**config.mk**
```make
export PLATFORM = sky130hd
export DESIGN_NAME = game_vga_timing
export DESIGN_NICKNAME = d
export VERILOG_FILES = /design/src/rtl/game_vga_timing.sv
export SDC_FILE = /design/constraint.sdc
export NUM_CORES = 1
export LEC_CHECK = 0
export ABC_AREA = 1
export CAP_MARGIN = 20
export CORE_MARGIN = 4
export CORE_UTILIZATION = 40
export DETAILED_ROUTE_END_ITERATION = 7
export DONT_BUFFER_PORTS = 1
export HOLD_SLACK_MARGIN = 0.08
export SYNTH_ARGS = -nofsm -noshare
export SYNTH_HDL_FRONTEND = slang
export SYNTH_SLANG_ARGS = --single-unit
export TNS_END_PERCENT = 50
```
**constraint.sdc**
```tcl
create_clock -name clk -period 3.5 [get_ports clk]
set_clock_uncertainty 0.05 [all_clocks]
set_input_delay 0.175 -clock clk [delete_from_list [all_inputs] [get_ports clk]]
set_output_delay 0.175 -clock clk [all_outputs]
set_load 0.02 [all_outputs]
```
**src/rtl/game_vga_timing.sv**
```systemverilog
// Raster timing generator: pixel strobe, h/v counters, syncs, coordinates and frame events.
// Outputs decode the counter registers combinationally (zero added latency); free-running, no back-pressure.
module game_vga_timing #(
  parameter int clk_mhz         = 50,
  parameter int pixel_mhz       = 25,
  parameter int screen_width    = 640,
  parameter int screen_height   = 480,
  parameter int h_front         = 16,
  parameter int h_sync          = 96,
  parameter int h_back          = 48,
  parameter int v_front         = 10,
  parameter int v_sync          = 2,
  parameter int v_back          = 33,
  parameter int sync_active_low = 1,
  parameter int w_x             = $clog2(screen_width),
  parameter int w_y             = $clog2(screen_height)
) (
  input  logic           clk,
  input  logic           rst,
  output logic           pixel_strobe,
  output logic           hsync,
  output logic           vsync,
  output logic           display_on,
  output logic [w_x-1:0] x,
  output logic [w_y-1:0] y,
  output logic           end_of_line,
  output logic           end_of_frame,
  output logic [7:0]     frame_count
);

  localparam int RATIO    = clk_mhz / pixel_mhz;
  localparam int H_TOTAL  = screen_width + h_front + h_sync + h_back;
  localparam int V_TOTAL  = screen_height + v_front + v_sync + v_back;
  localparam int DIV_W    = (RATIO > 1) ? $clog2(RATIO) : 1;
  localparam int H_W      = $clog2(H_TOTAL);
  localparam int V_W      = $clog2(V_TOTAL);
  localparam int HS_START = screen_width + h_front;
  localparam int HS_END   = screen_width + h_front + h_sync - 1;
  localparam int VS_START = screen_height + v_front;
  localparam int VS_END   = screen_height + v_front + v_sync - 1;
  localparam logic SYNC_ON = (sync_active_low == 0);

  if ((clk_mhz % pixel_mhz) != 0) begin : g_bad_ratio
    $error("game_vga_timing: clk_mhz must be an integer multiple of pixel_mhz");
  end

  logic [DIV_W-1:0] div_cnt;
  logic [H_W-1:0]   h_cnt;
  logic [V_W-1:0]   v_cnt;
  logic             h_active;
  logic             v_active;
  logic             h_in_sync;
  logic             v_in_sync;

  // With RATIO == 1 the divider sits at 0 == RATIO-1, so the strobe is constant.
  assign pixel_strobe = (div_cnt == DIV_W'(RATIO - 1));

  always_ff @(posedge clk) begin
    if (rst) begin
      div_cnt     <= '0;
      h_cnt       <= '0;
      v_cnt       <= '0;
      frame_count <= '0;
    end else begin
      div_cnt <= pixel_strobe ? '0 : div_cnt + DIV_W'(1);
      if (pixel_strobe) begin
        if (h_cnt == H_W'(H_TOTAL - 1)) begin
          h_cnt <= '0;
          v_cnt <= (v_cnt == V_W'(V_TOTAL - 1)) ? '0 : v_cnt + V_W'(1);
        end else begin
          h_cnt <= h_cnt + H_W'(1);
        end
      end
      if (end_of_frame) frame_count <= frame_count + 8'd1;
    end
  end

  assign h_active  = (h_cnt < H_W'(screen_width));
  assign v_active  = (v_cnt < V_W'(screen_height));
  assign h_in_sync = (h_cnt >= H_W'(HS_START)) && (h_cnt <= H_W'(HS_END));
  assign v_in_sync = (v_cnt >= V_W'(VS_START)) && (v_cnt <= V_W'(VS_END));

  assign display_on   = h_active && v_active;
  assign x            = h_active ? w_x'(h_cnt) : '0;
  assign y            = v_active ? w_y'(v_cnt) : '0;
  assign hsync        = h_in_sync ? SYNC_ON : ~SYNC_ON;
  assign vsync        = v_in_sync ? SYNC_ON : ~SYNC_ON;
  assign end_of_line  = pixel_strobe && (h_cnt == H_W'(H_TOTAL - 1));
  assign end_of_frame = end_of_line && (v_cnt == V_W'(V_TOTAL - 1));

endmodule

```
==> metrics.md <==
| Metric | Value |
|---|---|
| Status | `finished, final reports clean` |
| Clock root buffer | `clkbuf_8` |
| Critical Path Sink Type | `primary output` |
| Post-Syn Area per Cell | `just under 7 µm²` |
| Syn nets | `267` |
| Total leakage power | `~0.75 nW` |
| Worst-Skew Late Latency | `approximately 0.28 ns` |
| Layout Nets | `272` |
| Post-DR vias/cell | `about 4.9` |
| Yosys cell types | `34` |
| Setup TNS | `0 ns` |
| Clk sinks | `29` |
| Total congestion overflow | `0` |
| Post-synthesis register bit count | `29` |
| ANT cells | `0` |
| FILL cells | `about 460` |
| Critical path class | `reg -> out` |
| Arrival time worst endpoint | `around 1.8 ns` |
| Worst-Margin Slew | `between 0.6 and 0.7 ns` |
| Final cycle utilization of the critical path | `56.7%` |
| Pin count of the biggest net entering global routing | `13` |
| Die Y | `about 75 µm` |
| Worst Path Required | `about 3.3 ns` |
| Most frequent cells in the layout | `54 x nand2_1, 44 x nor2_1, 33 x inv_1` |
| Initial DRC count | `~110` |
| Die extent in x | `74.8 µm` |
| Worst Setup Slack, final | `~1.5 ns` |
| Pre-CTS setup slack | `approximately 1.5 ns` |
| Post-Route WL | `~4.1 mm` |
| Slew Viols, Final | `0` |
| Max_cap viols | `0` |
| # setup viols final | `0` |
| Drt drc | `0` |
| Commonest non-fill, non-tap cell in the layout | `nand2_1` |
| Routed Antenna Nets | `0` |
| Crit path launch type | `flip-flop` |
| Routed WL per cell | `~13 µm` |
| Slew margin rel. | `55.8%` |
| PortBufs | `0` |
| CTS resizes | `0` |
| Tmin final | `around 2 ns` |
| Final HPWL DP | `3.17 mm` |
| PD cells | `345 nW/µm²` |
| Initial antenna violation count | `0` |
| Vias in the first global route | `between 1000 and 1500` |
| TritonCTS clock tree | `built` |
| Total track usage | `around 16%` |
| Synth warnings | `0` |
| Sequential share of the synthesized area | `32.5%` |
| Syn Inst Count | `between 200 and 300` |
| GPL Wtd Cong | `~0.84` |
| Final Hold Viols | `0` |
| Area grow syn2layout | `8.84%` |
| Global-route wire length before repair | `between 6 and 7 mm` |
| Clock Path Buffers | `2` |
| HP Class | `in -> reg` |
| Post-CTS Setup Bufs | `0` |
| RSZ-0062 raised after global routing | `no` |
| Cts hold-fix bufs | `1` |
| Cell with the most instances on the worst path | `nor2_1` |
| Ratio of cells with drive above 1 in the final layout | `between 10% and 20%` |
| Clock-pin transition on the worst setup and hold timing paths | `0.07 ns` |
| Fin util | `between 40% and 50%` |
| Starting Density | `approximately two fifths` |
| Slowest stage delay, CP | `0.44 ns` |
| Worst VDD drop | `approximately 0.00027 V` |
| Core Box Area | `approximately 4300 µm²` |
| Die footprint | `between 5000 and 6000 µm²` |
| Critical path cell sequence | `nand2_2 > clkinv_2 > nor2_1 > clkinv_1 > nor2_1` |
| Row cnt | `24` |
| Top Ports | `35` |
| Via count | `approximately 1600` |
| Fmax | `just over 0.5 GHz` |
| DR pass1 iterations | `4` |
| H-tree depth | `2` |
| Inserted Clock Buffers | `5` |
| Cell at the slowest stage of the critical path | `nor2_1` |
| Synth Cell Area | `approximately 1800 µm²` |
| Crit-path max FO | `9` |
==> layout make-up <==
class / instances / area (µm²) / share of cell area, %
Multi-Input combinational cell: 192 / 1050 / 54.0
Sequential cell: 29 / 581 / 29.9
Inverter: 36 / 136 / 7.02
Clock buffer: 7 / 96.3 / 4.96
Tap cell: 52 / 65.1 / 3.35
Timing Repair Buffer: 1 / 10.0 / 0.515
Clock inverter: 1 / 5.00 / 0.258
==> registers in the layout (all words and copies together), names as in the netlist <==
name / count
frame_count: 8
pixel_strobe: 1
v_cnt: 10
h_cnt: 10
==> per-layer routing <==
layer | global-route usage [%] | vias to the layer above | share of wire, %
li1 | - | 833 | -
met3 | 6.01 | 8 | 7.1
met2 | 24.5 | 37 | 44
met4 | 5.34 | 0 | 1.5
met1 | 20.2 | 693 | 48
met5 | 0 | - | 0
==> cell families (layout without fill, tap and decap cells) <==
group | count (synthesis) | count (layout) | synth area share (%)
buf+inv | 39 | 45 | 8.69
fa+ha+maj | 5 | 5 | 3.51
flops | 29 | 29 | 32.5
xor+xnor | 8 | 8 | 3.93
simple gates | 152 | 152 | 43.2
compound gates | 27 | 27 | 8.13
==> critical path: cells and delay by family (launching register included) <==
kind / cells / cell delay (ns)
AND/OR/NAND/NOR: 3 / 0.74
buffers and inverters: 2 / 0.39
flip-flops: 1 / 0.36
==> stage by stage <==
step / instance area (µm²) / hold WS, ns / power, mW / cells
after detailed placement: 1830 / 0.198 / 0.364 / 309
after CTS: 1940 / 0.127 / 0.677 / 318
after global placement: 1830 / 0.197 / 0.364 / 309
final: 1940 / 0.131 / 0.670 / 318
after global routing: 1940 / 0.172 / 0.693 / 318
after floorplan: 1780 / 0.203 / 0.362 / 260
==> final timing paths <==
kind | start | to | slack, ns | cells after the start
max | h_cnt[8] | x[1] | 1.51 | 5
min | rst | frame_count[5] | 0.13 | 3
min reg2reg | v_cnt[8] | v_cnt[8] | 0.41 | 2
max reg2reg | pixel_strobe | frame_count[2] | 1.55 | 5
==> cells in the mapped netlist <==
cell	n	share of area, %
clkinv_2	1	0.28
dfxtp_1	29	33
o21ai_0	6	1.7
inv_2	1	0.21
nor4_1	1	0.35
nor2_1	44	9.3
o21ai_1	4	1.1
buf_4	2	0.84
nor3b_1	1	0.42
a21oi_1	15	4.2
nand4_2	1	0.70
or2_2	1	0.35
nand4_4	1	1.2
clkinv_1	1	0.21
nor2_4	6	3.8
nand3_4	1	0.98
nor3_4	1	0.91
a21oi_2	1	0.49
ha_1	5	3.5
clkbuf_1	1	0.21
nand2_1	54	11
nand2_2	6	2.1
nand3b_1	1	0.42
nand3_2	2	1.1
nor3_2	1	0.56
inv_1	33	6.9
nand3b_2	1	0.63
nor2_2	6	2.1
nand4_1	3	1.1
xnor2_1	2	0.98
nand3_1	15	4.2
o21bai_2	1	0.63
xor2_1	6	2.9
nor3_1	6	1.7
==> power by group <==
group          internal, mW  total [mW]  switching, mW
Combinational       0.00515      0.0207         0.0155
Sequential            0.333       0.339        0.00614
Clock                 0.178       0.310          0.133
(Power assumes the default switching activity.)
